File: config.mk
export PLATFORM = sky130hd
export DESIGN_NAME = spi_reg_peripheral_flat
export DESIGN_NICKNAME = d
export VERILOG_FILES = /design/src/rtl/spi_reg_peripheral_pkg.sv /design/src/rtl/spi_reg_peripheral_if.sv /design/src/rtl/spi_reg_peripheral_sync_edge.sv /design/src/rtl/spi_reg_peripheral.sv /design/src/flat_wrapper.sv
export SDC_FILE = /design/constraint.sdc
export NUM_CORES = 1
export LEC_CHECK = 0
export ABC_AREA = 0
export BUFFER_PORTS_ARGS = -buffer_cell sky130_fd_sc_hd__buf_2
export CORE_MARGIN = 8
export CORE_UTILIZATION = 57
export CTS_BUF_LIST = sky130_fd_sc_hd__clkbuf_8
export DETAILED_ROUTE_END_ITERATION = 7
export PLACE_DENSITY = 0.81
export SETUP_SLACK_MARGIN = 0.4
export SYNTH_ARGS = -nofsm -noshare
export SYNTH_HDL_FRONTEND = slang
export SYNTH_SLANG_ARGS = --single-unit
File: constraint.sdc
create_clock -name clk -period 2.2 [get_ports clk]
set_input_delay 0.44 -clock clk [delete_from_list [all_inputs] [get_ports clk]]
set_output_delay 0.44 -clock clk [all_outputs]
set_load 0.02 [all_outputs]
File: src/rtl/spi_reg_peripheral_pkg.sv
// Shared definitions for the SPI register peripheral.
//   state_e   : frame decoder FSM states
//   frame_w() : total frame length {rw, addr, data}
//   RW_WRITE  : value of the rw bit that requests a register write
package spi_reg_pkg;

  typedef enum logic [1:0] {
    IDLE   = 2'd0,
    SHIFT  = 2'd1,
    COMMIT = 2'd2
  } state_e;

  localparam logic RW_WRITE = 1'b1;

  function automatic int frame_w(input int addr_w, input int data_w);
    return 1 + addr_w + data_w;
  endfunction

endpackage

File: src/rtl/spi_reg_peripheral_if.sv
// SPI pin bundle for the register peripheral.
//   sclk, COPI, nCS : driven by the bus master
//   CIPO            : driven by the peripheral
interface spi_reg_peripheral_if;
  logic sclk;
  logic COPI;
  logic nCS;
  logic CIPO;

  modport master (output sclk, output COPI, output nCS, input CIPO);
  modport slave  (input sclk, input COPI, input nCS, output CIPO);
endinterface

File: src/rtl/spi_reg_peripheral_sync_edge.sv
// Two-flop synchroniser with edge detection on the synchronised value.
//   clk, rst_n : system clock, asynchronous active-low reset
//   async_i    : asynchronous input pin
//   sync_o     : synchronised level
//   rise_o     : one-clk pulse on a synchronised 0->1 transition
//   fall_o     : one-clk pulse on a synchronised 1->0 transition
// RESET_VAL sets the assumed idle level so no false edge follows reset.
module spi_sync_edge #(
  parameter logic RESET_VAL = 1'b0
) (
  input  logic clk,
  input  logic rst_n,
  input  logic async_i,
  output logic sync_o,
  output logic rise_o,
  output logic fall_o
);

  logic meta_q;
  logic sync_q;
  logic prev_q;

  always_ff @(posedge clk or negedge rst_n) begin
    if (!rst_n) begin
      meta_q <= RESET_VAL;
      sync_q <= RESET_VAL;
      prev_q <= RESET_VAL;
    end else begin
      meta_q <= async_i;
      sync_q <= meta_q;
      prev_q <= sync_q;
    end
  end

  assign sync_o = sync_q;
  assign rise_o = sync_q & ~prev_q;
  assign fall_o = ~sync_q & prev_q;

endmodule

File: src/rtl/spi_reg_peripheral.sv
// SPI mode-0 register peripheral: decodes {rw, addr, data} frames (MSB first)
// and commits valid writes to NUM_REGS x DATA_W registers when nCS deasserts.
//   clk, rst_n : system clock (>= 4x sclk), asynchronous active-low reset
//   spi        : SPI pins (slave modport)
//   regs_o     : flattened registers, reg i at [i*DATA_W +: DATA_W]
//   wr_pulse   : one-clk strobe when a write commits (same cycle as regs_o change)
//   wr_addr    : address of the last committed write
//   frame_err  : one-clk strobe when a frame is rejected
// Build option: define SPI_READBACK_EN to drive register contents on CIPO
// during read frames; otherwise CIPO is tied low.
module spi_reg_peripheral
  import spi_reg_pkg::*;
#(
  parameter int NUM_REGS = 5,
  parameter int DATA_W   = 8,
  parameter int ADDR_W   = 7
) (
  input  logic                         clk,
  input  logic                         rst_n,
  spi_reg_peripheral_if.slave          spi,
  output logic [NUM_REGS*DATA_W-1:0]   regs_o,
  output logic                         wr_pulse,
  output logic [ADDR_W-1:0]            wr_addr,
  output logic                         frame_err
);

  localparam int FRAME_W = frame_w(ADDR_W, DATA_W);
  localparam int CNT_W   = $clog2(FRAME_W + 2);
  localparam logic [CNT_W-1:0]  CNT_MAX    = CNT_W'(FRAME_W + 1);
  localparam logic [ADDR_W:0]   NUM_REGS_W = (ADDR_W + 1)'(NUM_REGS);

  logic sclk_s, sclk_rise, sclk_fall;
  logic copi_s, copi_rise, copi_fall;
  logic ncs_s, ncs_rise, ncs_fall;

  spi_sync_edge #(.RESET_VAL(1'b0)) u_sync_sclk (
    .clk(clk), .rst_n(rst_n), .async_i(spi.sclk),
    .sync_o(sclk_s), .rise_o(sclk_rise), .fall_o(sclk_fall));

  spi_sync_edge #(.RESET_VAL(1'b0)) u_sync_copi (
    .clk(clk), .rst_n(rst_n), .async_i(spi.COPI),
    .sync_o(copi_s), .rise_o(copi_rise), .fall_o(copi_fall));

  // nCS idles high, so its synchroniser resets high to avoid a phantom select.
  spi_sync_edge #(.RESET_VAL(1'b1)) u_sync_ncs (
    .clk(clk), .rst_n(rst_n), .async_i(spi.nCS),
    .sync_o(ncs_s), .rise_o(ncs_rise), .fall_o(ncs_fall));

  logic unused_edges;
  assign unused_edges = ^{sclk_s, sclk_fall, copi_rise, copi_fall, ncs_fall};

  state_e              state_q, state_d;
  logic [CNT_W-1:0]    bit_cnt_q, bit_cnt_d;
  logic [FRAME_W-1:0]  sr_q, sr_d;
  logic                wr_pulse_q, wr_pulse_d;
  logic                frame_err_q, frame_err_d;
  logic [ADDR_W-1:0]   wr_addr_q, wr_addr_d;
  logic                commit_en;

  logic [FRAME_W-1:0]  sr_shift;
  logic                frame_rw;
  logic [ADDR_W-1:0]   frame_addr;
  logic [DATA_W-1:0]   frame_data;
  logic                exact_len;
  logic                in_range;

  assign sr_shift   = {sr_q[FRAME_W-2:0], copi_s};
  assign frame_rw   = sr_q[FRAME_W-1];
  assign frame_addr = sr_q[DATA_W +: ADDR_W];
  assign frame_data = sr_q[DATA_W-1:0];
  assign exact_len  = (bit_cnt_q == CNT_W'(FRAME_W));
  assign in_range   = ({1'b0, frame_addr} < NUM_REGS_W);

  always_comb begin
    state_d     = state_q;
    bit_cnt_d   = bit_cnt_q;
    sr_d        = sr_q;
    wr_pulse_d  = 1'b0;
    frame_err_d = 1'b0;
    wr_addr_d   = wr_addr_q;
    commit_en   = 1'b0;
    case (state_q)
      // Entering on the low level (not only the fall pulse) picks up a
      // select that went low while the previous frame was still committing.
      IDLE: begin
        if (!ncs_s) begin
          state_d   = SHIFT;
          bit_cnt_d = '0;
          sr_d      = '0;
        end
      end
      SHIFT: begin
        if (ncs_rise) begin
          state_d = COMMIT;
        end else if (sclk_rise) begin
          sr_d = sr_shift;
          if (bit_cnt_q != CNT_MAX) begin
            bit_cnt_d = bit_cnt_q + 1'b1;
          end
        end
      end
      COMMIT: begin
        state_d = IDLE;
        if (exact_len && frame_rw == RW_WRITE && in_range) begin
          commit_en  = 1'b1;
          wr_pulse_d = 1'b1;
          wr_addr_d  = frame_addr;
        end else if (!exact_len || frame_rw == RW_WRITE) begin
          frame_err_d = 1'b1;
        end
      end
      default: state_d = IDLE;
    endcase
  end

  always_ff @(posedge clk or negedge rst_n) begin
    if (!rst_n) begin
      state_q     <= IDLE;
      bit_cnt_q   <= '0;
      sr_q        <= '0;
      wr_pulse_q  <= 1'b0;
      frame_err_q <= 1'b0;
      wr_addr_q   <= '0;
    end else begin
      state_q     <= state_d;
      bit_cnt_q   <= bit_cnt_d;
      sr_q        <= sr_d;
      wr_pulse_q  <= wr_pulse_d;
      frame_err_q <= frame_err_d;
      wr_addr_q   <= wr_addr_d;
    end
  end

  assign wr_pulse  = wr_pulse_q;
  assign frame_err = frame_err_q;
  assign wr_addr   = wr_addr_q;

  for (genvar gi = 0; gi < NUM_REGS; gi++) begin : g_reg
    logic [DATA_W-1:0] reg_q, reg_d;

    always_comb begin
      reg_d = reg_q;
      if (commit_en && frame_addr == ADDR_W'(gi)) begin
        reg_d = frame_data;
      end
    end

    always_ff @(posedge clk or negedge rst_n) begin
      if (!rst_n) reg_q <= '0;
      else        reg_q <= reg_d;
    end

    assign regs_o[gi*DATA_W +: DATA_W] = reg_q;
  end

`ifdef SPI_READBACK_EN
  logic [DATA_W-1:0] tx_q, tx_d;
  logic              cipo_q, cipo_d;
  logic [DATA_W-1:0] rd_data;

  always_comb begin
    tx_d    = tx_q;
    cipo_d  = cipo_q;
    rd_data = '0;
    // Out-of-range addresses match no register and so read back as zero.
    for (int i = 0; i < NUM_REGS; i++) begin
      if (sr_shift[ADDR_W-1:0] == ADDR_W'(i)) begin
        rd_data = regs_o[i*DATA_W +: DATA_W];
      end
    end
    if (state_q != SHIFT || ncs_rise) begin
      tx_d   = '0;
      cipo_d = 1'b0;
    end else if (sclk_rise && bit_cnt_q == CNT_W'(ADDR_W)) begin
      // This rise completes the {rw, addr} header; a read loads the reply
      // so the first data bit goes out on the following sclk fall.
      if (sr_shift[ADDR_W] != RW_WRITE) begin
        tx_d = rd_data;
      end
    end else if (sclk_fall) begin
      cipo_d = tx_q[DATA_W-1];
      tx_d   = {tx_q[DATA_W-2:0], 1'b0};
    end
  end

  always_ff @(posedge clk or negedge rst_n) begin
    if (!rst_n) begin
      tx_q   <= '0;
      cipo_q <= 1'b0;
    end else begin
      tx_q   <= tx_d;
      cipo_q <= cipo_d;
    end
  end

  assign spi.CIPO = cipo_q;
`else
  assign spi.CIPO = 1'b0;
`endif

endmodule

File: src/flat_wrapper.sv
// flat-port wrapper written by rule: the top's interface ports become plain ports
module spi_reg_peripheral_flat import spi_reg_pkg::*;
#(
  parameter int NUM_REGS = 5,
  parameter int DATA_W   = 8,
  parameter int ADDR_W   = 7
)
  (clk, rst_n, regs_o, wr_pulse, wr_addr, frame_err, spi_sclk, spi_COPI, spi_nCS, spi_CIPO);
  spi_reg_peripheral_if spi_i ();
  input  logic clk;
  input  logic rst_n;
  output logic [NUM_REGS*DATA_W-1:0] regs_o;
  output logic wr_pulse;
  output logic [ADDR_W-1:0] wr_addr;
  output logic frame_err;
  input wire logic [$bits(spi_i.sclk)-1:0] spi_sclk;
  input wire logic [$bits(spi_i.COPI)-1:0] spi_COPI;
  input wire logic [$bits(spi_i.nCS)-1:0] spi_nCS;
  output wire logic [$bits(spi_i.CIPO)-1:0] spi_CIPO;
  assign spi_i.sclk = spi_sclk;
  assign spi_i.COPI = spi_COPI;
  assign spi_i.nCS = spi_nCS;
  assign spi_CIPO = spi_i.CIPO;
  spi_reg_peripheral #(.NUM_REGS(NUM_REGS), .DATA_W(DATA_W), .ADDR_W(ADDR_W)) u_core (.clk(clk), .rst_n(rst_n), .spi(spi_i), .regs_o(regs_o), .wr_pulse(wr_pulse), .wr_addr(wr_addr), .frame_err(frame_err));
endmodule
==> results.json <==
{
  "synth_edf_count": 0,
  "placementRows": 27,
  "overflow": 0,
  "wire_per_inst_um": 18.3,
  "cp_max_fo": 8,
  "area_delta_synth_final_pct": 26.5,
  "clkPwrFrac": 0.390,
  "diodes": 0,
  "fin_crit_sh": 0.916,
  "hp-class": "in2async",
  "grt_max_degree": 45,
  "port_buffers": 53,
  "synth_top_cells_by_area": "dfrtp_1, mux2_2, a22o_1",
  "grt_pass1_vias": 2083,
  "utilization": 0.732,
  "drtAntennaViolNets": 0,
  "fin_crit_ns": 2.02,
  "fin_setup_tns_ns": 0,
  "ir_worst_vdd_mv": 0.514,
  "whs_ns": 0.0437,
  "maxClockFrequency_mhz": 496,
  "crit_required_ns": 2.44,
  "leakage_nw": 2.12,
  "rsz0062_at_grt": "yes",
  "path_class": "reg2reg",
  "ys.flop_type": "dfrtp_1",
  "start_util": 0.579,
  "die_x_um": 90.1,
  "post-dp-hpwl_um": 4180,
  "synth_fp_nets": 215,
  "cts_max_level": 3,
  "clk_pin_slew_worst_paths_ns": 0.08,
  "clock_path_buffers": 2,
  "pwr-share-comb": 0.065,
  "synth_area_um2": 3130,
  "routed-via-count": 1961,
  "slew_violations": 0,
  "setup.worst_path.end_class": "flop",
  "async_flop_share": 1.00,
  "cp.arrival_ns": 2.26,
  "power_density_nw_per_um2": 708,
  "clockRootBuffer": "clkbuf_8",
  "dr.pass1.iters": 4,
  "seq_power_share": 0.546,
  "drv_cap": 0,
  "synthCells": 207,
  "tritoncts": "yes",
  "core_um2": 5410,
  "ioPinCount": 55,
  "die_area_um2": 8110,
  "ys_ff_latch": 80,
  "slew_headroom": 0.581,
  "worst_slew_pin_slew_ns": 0.629,
  "p_sw_frac": 0.246,
  "num-nets-final": 287,
  "reg2reg_from": "u_core.bit_cnt_q[0]$_DFFE_PN0P_",
  "drt_iter0_drc": 76,
  "cts_hold_buf": 0,
  "yosysSeqAreaShare": 0.641,
  "setup_viol": 0,
  "fin_skew_ns": 0.0104,
  "die-height_um": 90.1,
  "drc_errors": 0,
  "ys_types": 40,
  "synth_top_cell_by_area": "dfrtp_1",
  "p_int_mw": 2.11,
  "numCtsBuffers": 9,
  "crit_start": "u_core.bit_cnt_q[0]$_DFFE_PN0P_",
  "drive_gt1_frac": 0.496,
  "routed_wl_um": 6520,
  "grt_usage": 0.171,
  "antenna_found_initial": 0,
  "clk_latency_ns": 0.36,
  "synth_area_per_cell_um2": 15.1,
  "grt_pass1_wl_um": 11000,
  "clock-sinks": 80,
  "status": "finished, final reports clean",
  "place.gp.congestion": 0.765,
  "p_switching_mw": 0.688,
  "critPathLaunchType": "flop",
  "yosysWarningCount": 0,
  "hold_viol": 0,
  "synth_top_area_frac": 0.616,
  "avgViaCountPerCell": 5.51
}
layout make-up:
cell class | count | area, um^2
clock buffer | 9 | 124
clock inverter | 7 | 80.1
sequential | 80 | 2010
tap | 72 | 90.1
fill | 352 | 1450
multi-input combinational | 115 | 1230
timing repair buffer | 69 | 415
inverter | 4 | 15.0
placed cells by master, fill, tap and decap left out, types with 2 or more instances in the layout:
cell      synthesis  routed
nand2_1           3       3
nor2_1            7       6
a22o_1           16      16
mux2_4            0      33
nand3_1           2       2
dfrtp_1          77      77
nor2b_1           6       6
buf_4             1      12
inv_1             4       3
ha_1              3       2
a21oi_1           3       3
buf_6             0       4
mux2_2           40       7
nand4b_4          1       2
clkinv_4          0       2
o21ai_0           5       5
nand2b_1          3       3
clkbuf_8          0       9
nor4b_4           3       3
dfstp_2           3       3
buf_2             2      52
a21boi_0          2       2
through the flow:
step                      total power [mW]  cells  instance area (um^2)  setup WS [ns]
final                                 2.80    356                  3960          0.184
after global routing                  2.91    356                  3960         0.0991
after CTS                             2.81    353                  3910          0.211
after detailed placement              1.70    331                  3580         0.0969
after global placement                1.69    331                  3580          0.161
after floorplan                       1.63    207                  3200          0.189
flip-flops by register name, indices dropped and copies added (netlist names), 2 cells and up:
name and flops:
u_core.sr_q 16, u_core.wr_addr 7, u_core.bit_cnt_q 5, u_core.state_q 2, u_core.g.reg_q 40
layer usage:
layer  global-route usage  part of all wire  up-vias
met1                0.208              0.44     1009
met2                0.262              0.48       46
met3               0.0474             0.050       13
met5                    0                 0        -
met4                0.111             0.027        0
li1                     -                 -      893
critical path, cell delays in order (launching register included):
cell and delay (ns):
dfrtp_1 0.39, inv_1 0.07, ha_2 0.15, and4bb_2 0.28
nand4b_4 0.18, nor4b_4 0.31, buf_6 0.21, mux2_4 0.32
synth_stat cells, types with 2 or more instances:
master / count
dfrtp_1: 77
mux2_2: 40
a22o_1: 16
nor2_1: 7
nor2b_1: 6
o21ai_0: 5
clkbuf_1: 4
inv_1: 4
a21oi_1: 3
dfstp_2: 3
ha_1: 3
nand2_1: 3
nand2b_1: 3
nor4b_4: 3
a21boi_0: 2
a2bb2oi_1: 2
buf_2: 2
nand3_1: 2
worst paths after layout:
kind,to,slack [ns],cells after the start
worst max-delay path,u_core.g_reg[2].reg_q[4]$_DFFE_PN0P_,0.18,7
worst min register to register,u_core.u_sync_ncs.sync_o$_DFF_PN1_,0.36,0
worst min-delay path,u_core.state_q[1]$_DFFE_PN0P_,0.04,1
max in group asynchronous,u_core.u_sync_sclk.sync_o$_DFF_PN0_,1.58,2
min in group clk,u_core.u_sync_ncs.meta_q$_DFF_PN1_,0.18,1
worst max register to register,u_core.g_reg[2].reg_q[4]$_DFFE_PN0P_,0.18,7
timing repair:
action,CTS,global route
resized for setup,23,5
setup endpoints to repair,40,41
setup buffers,6,3
pin swaps,3,1
power groups by stage:
stage / registers, mW / logic [mW] / clock network, mW
after floorplan: 1.56 / 0.0759 / 0
after global placement: 1.56 / 0.135 / 0
after detailed placement: 1.56 / 0.139 / 0
after CTS: 1.53 / 0.176 / 1.11
after global routing: 1.53 / 0.202 / 1.17
final: 1.53 / 0.181 / 1.09
cells by family after synthesis:
family,count (synthesis),share of synthesized area
AO/OA/AOI/OAI,33,0.0796
AND/OR/NAND/NOR,37,0.102
flip-flops,80,0.641
buffers and inverters,12,0.0164
adder cells (fa/ha/maj),3,0.0120
other,1,0.00120
multiplexers,41,0.147
(Power assumes the default switching activity.)
